### src/rtl/spi_rx_fifo.sv
// Receive-side word buffer for the SPI block: captures one frame per rising edge of LOAD
// and presents the queued words first-word-fall-through with a sticky overflow flag.
module spi_rx_fifo #(
   parameter int WIDTH = 15,
   parameter int DEPTH = 8,
   parameter int AW    = 3
) (
   input  logic             clk,
   input  logic             RESET,
   input  logic             LOAD,
   input  logic [WIDTH-1:0] RX_DAT,
   input  logic             rd,
   output logic [WIDTH-1:0] DO,
   output logic             empty,
   output logic             full,
   output logic [AW:0]      count,
   output logic             ovf,
   input  logic             clr_ovf
);

   localparam logic [AW:0] DEPTH_CNT = (AW+1)'(DEPTH);

   logic [WIDTH-1:0] r_mem [DEPTH];
   logic [AW-1:0]    r_wr_ptr;
   logic [AW-1:0]    r_rd_ptr;
   logic [AW:0]      r_count;
   logic             r_load_q;
   logic             r_ovf;

   logic             w_empty;
   logic             w_full;
   logic             w_wr_stb;
   logic             w_wr_en;
   logic             w_rd_en;
   logic             w_ovf_set;

   assign w_empty   = (r_count == '0);
   assign w_full    = (r_count == DEPTH_CNT);
   assign w_wr_stb  = LOAD & ~r_load_q;
   // When full, a coincident pop frees the head slot, which is exactly where wr_ptr points.
   assign w_wr_en   = w_wr_stb & (~w_full | rd);
   assign w_rd_en   = rd & ~w_empty;
   assign w_ovf_set = w_wr_stb & w_full & ~rd;

   // LOAD_q resets high so a LOAD already asserted at reset release is not a new frame.
   always_ff @(posedge clk or posedge RESET) begin
      if (RESET) begin
         r_load_q <= 1'b1;
      end else begin
         r_load_q <= LOAD;
      end
   end

   always_ff @(posedge clk) begin
      if (w_wr_en) begin
         r_mem[r_wr_ptr] <= RX_DAT;
      end
   end

   always_ff @(posedge clk or posedge RESET) begin
      if (RESET) begin
         r_wr_ptr <= '0;
         r_rd_ptr <= '0;
      end else begin
         if (w_wr_en) begin
            r_wr_ptr <= r_wr_ptr + 1'b1;
         end
         if (w_rd_en) begin
            r_rd_ptr <= r_rd_ptr + 1'b1;
         end
      end
   end

   always_ff @(posedge clk or posedge RESET) begin
      if (RESET) begin
         r_count <= '0;
      end else begin
         case ({w_wr_en, w_rd_en})
            2'b10:   r_count <= r_count + 1'b1;
            2'b01:   r_count <= r_count - 1'b1;
            default: r_count <= r_count;
         endcase
      end
   end

   // A new overflow in the same cycle as clr_ovf keeps the flag set.
   always_ff @(posedge clk or posedge RESET) begin
      if (RESET) begin
         r_ovf <= 1'b0;
      end else if (w_ovf_set) begin
         r_ovf <= 1'b1;
      end else if (clr_ovf) begin
         r_ovf <= 1'b0;
      end
   end

   assign DO    = w_empty ? '0 : r_mem[r_rd_ptr];
   assign empty = w_empty;
   assign full  = w_full;
   assign count = r_count;
   assign ovf   = r_ovf;

endmodule

### config.mk
export PLATFORM = sky130hd
export DESIGN_NAME = spi_rx_fifo
export DESIGN_NICKNAME = d
export VERILOG_FILES = /design/src/rtl/spi_rx_fifo.sv
export SDC_FILE = /design/constraint.sdc
export NUM_CORES = 1
export LEC_CHECK = 0
export ABC_AREA = 1
export ABC_CLOCK_PERIOD_IN_PS = 2260
export CAP_MARGIN = 40
export CORE_ASPECT_RATIO = 1.2
export CORE_MARGIN = 1
export CORE_UTILIZATION = 44
export DETAILED_ROUTE_END_ITERATION = 10
export PLACE_DENSITY_LB_ADDON = 0.1
export SKIP_CTS_REPAIR_TIMING = 1
export SLEW_MARGIN = 20
export SYNTH_ARGS = -nofsm -noshare
export SYNTH_HDL_FRONTEND = slang
export SYNTH_SLANG_ARGS = --single-unit
export TNS_END_PERCENT = 50
### constraint.sdc
create_clock -name clk -period 2.26 [get_ports clk]
set_clock_uncertainty 0.05 [all_clocks]
set_input_delay 0.339 -clock clk [delete_from_list [all_inputs] [get_ports clk]]
set_output_delay 0.339 -clock clk [all_outputs]
set_load 0.1 [all_outputs]
==> results by group <==
CTS
  – CTS Sinks: 132
  – Clock Path Buffers: 2
  – Worst skew pair latency: 0.41 ns
  – H-tree levels: 4
  – CTS tree: built
  – Clock buffer count from CTS: 17
  – Root Driver: clkbuf_16
  – Clk slew on worst S/H paths: 0.06 ns

Yosys
  – Post-synth top flop: edfxtp_1
  – Synth Cell Area: 5450 um2
  – Area contributors post-synth: edfxtp_1, nor2_1, o21ai_0, dfrtp_1, nand2_1
  – Synthesized flop and latch total: 132
  – Sequential fraction of the synthesis area: 71.6%
  – Synth cell types: 28
  – Synthesis Warnings: 0
  – Post-synth EDFFs: 120
  – Gate count after technology mapping: 449
  – Syn Area/Cell: 12.1 um2
  – Async S/R FF share, synth: 9.09%
  – Yosys top cell by area: edfxtp_1
  – Syn Nets: 474
  – Commonest cells post-synth: edfxtp_1, nor2_1, o21ai_0
  – Yosys top cell area share: 66.1%
  – Most frequent cell after synthesis: edfxtp_1

Floorplan
  – Row Count: 44
  – Core ar.: 12,100 um2
  – Chip width: 104 um
  – Die Y: 124 um
  – I/O pin cnt: 42
  – Die area: 12,800 um2
  – Starting Density: 45.0%

Global routing
  – Antenna violations before repair: 0
  – GRT overflow: 0
  – Vias in the first global route: 3,462
  – Total GRT Usage: 19.6%
  – First-pass GRT wire length: 18,600 um
  – Largest net degree at the start of global routing: 33

Worst setup path
  – RR Startpoint: count[1]
  – CP bufs+invs: 3
  – Element type at the critical path start: flop
  – Most used cell, CP: buf_12
  – Worst EP required: 1.87 ns
  – CP max stage cell: dfrtp_2
  – CP Capture Type: output pin
  – Worst-path cell chain: clkinv_4 > buf_12 > nor2_1 > o211ai_1 > nand2_4 > nor2_4 > buf_12
  – Critical path's top delay family: buffers and inverters
  – Critical path's largest stage delay: 0.46 ns
  – Crit path launch: r_rd_ptr[0]
  – Critical Path Fanout Max: 12
  – Critical path type: flop to output pin
  – Critical path arrival: 1.86 ns

Timing
  – Max Fclk: 0.445 GHz
  – Post-layout min period: 2.25 ns
  – # setup viols final: 0
  – RSZ-0062 raised after global routing: true
  – Worst Tran Pin Value: 0.483 ns
  – Final Cycle Share: 99.5%
  – Slew HR: 67.8%
  – Fin. Hold Viols: 0
  – Max Slew Vio Count: 0

Route
  – DRT Wirelength: 12,200 um
  – M1 WL: 5390 um
  – Vias per std cell: 5.25
  – Routed Antenna Nets: 0
  – Via count: 3,616
  – DRT Pass-1 Iters: 5
  – Residual DRC: 0
  – Uppermost layer routed: met4
  – Avg WL per Cell: 17.7 um
  – WL met2: 6150 um
  – Met3 WL post-DR: 474 um
  – DR iter-0 viols: 224

Hold path
  – Worst Hold Class: input pin to asynchronous set/reset pin

Cells and area
  – Syn-to-layout area delta: 35.9%
  – Fraction of layout cells with a size suffix above 1: 28.0%
  – Ant. Diodes: 0
  – Final Util: 61.2%
  – Fin nets: 540

Placed design
  – Port Buffers: 41
  – Gpl congestion: 0.777
  – Post-DP HPWL: 7170 um

Run
  – Max cap viols: 0

Status
  – Outcome: finished clean
## area by class of cell
| class | count | area (um2) |
|---|---|---|
| Tap cell | 161 | 201 |
| Timing Repair Buffer | 71 | 980 |
| Clock buffer | 19 | 433 |
| Fill cell | 933 | 4700 |
| Multi-Input combinational cell | 275 | 1590 |
| Sequential cell | 132 | 3920 |
| Inverter | 18 | 72.6 |
| Clock inverter | 13 | 208 |
## routing by layer
layer  track usage, %  vias to the layer above
met5                0                        -
met4             7.97                        0
met3             4.34                       12
met2             32.6                       87
met1             25.2                     1797
li1                 -                     1720
## stage by stage
| stage | instances | instance area, um2 | hold WS (ns) | TNS [ns] | worst slack [ns] |
|---|---|---|---|---|---|
| 6_report | 689 | 7410 | 0.199 | 0 | 0.0108 |
| 5_1_grt | 689 | 7410 | 0.268 | -1.07 | -0.101 |
| 4_1_cts | 685 | 7280 | 0.215 | -1.55 | -0.146 |
| 3_5_place_dp | 653 | 6640 | 0.475 | -0.00492 | -0.00492 |
| 3_3_place_gp | 653 | 6640 | 0.460 | 0 | 0.0687 |
| 2_1_floorplan | 449 | 5700 | 0.153 | -12.99 | -0.560 |
## logic make-up after synthesis
family                     count (synthesis)  share of synthesized area [%]
and+or+nand+nor                          167                           12.8
xor gates and xnor gates                   5                          0.804
DFF                                      132                           71.6
adders and majority gates                  5                           1.15
AOI/OAI and AO/OA                         98                           10.0
buffers and inverters                     42                           3.60
## final timing paths
check,to,slack [ns],cells after the start
max in group asynchronous,count[0],1.60,2
worst min register to register,r_wr_ptr[2],0.49,2
worst max-delay path,DO[13],0.01,7
worst min-delay path,count[1],0.20,2
worst max register to register,count[2],0.19,12
min in group clk,r_load_q,0.31,1
## flip-flops by register name, summed over array words and instances (netlist names)
name / flops
ovf: 1
count: 4
r_load_q: 1
r_rd_ptr: 3
r_mem: 120
r_wr_ptr: 3
## cell usage in the layout, fill, tap and decap left out, drive strengths merged, types with 5 or more instances in the layout
master           n
o211ai          15
clkinv           5
buf             50
clkdlybuf4s50   19
dfrtp           11
nand2           42
ha               5
inv             17
nand3            5
bufinv           5
o21ai           67
nor2           118
edfxtp         120
clkbuf          21
o22ai           15
Power is not shown: default switching activity piles up to over one toggle a cycle in this logic, so the estimate is an artifact.
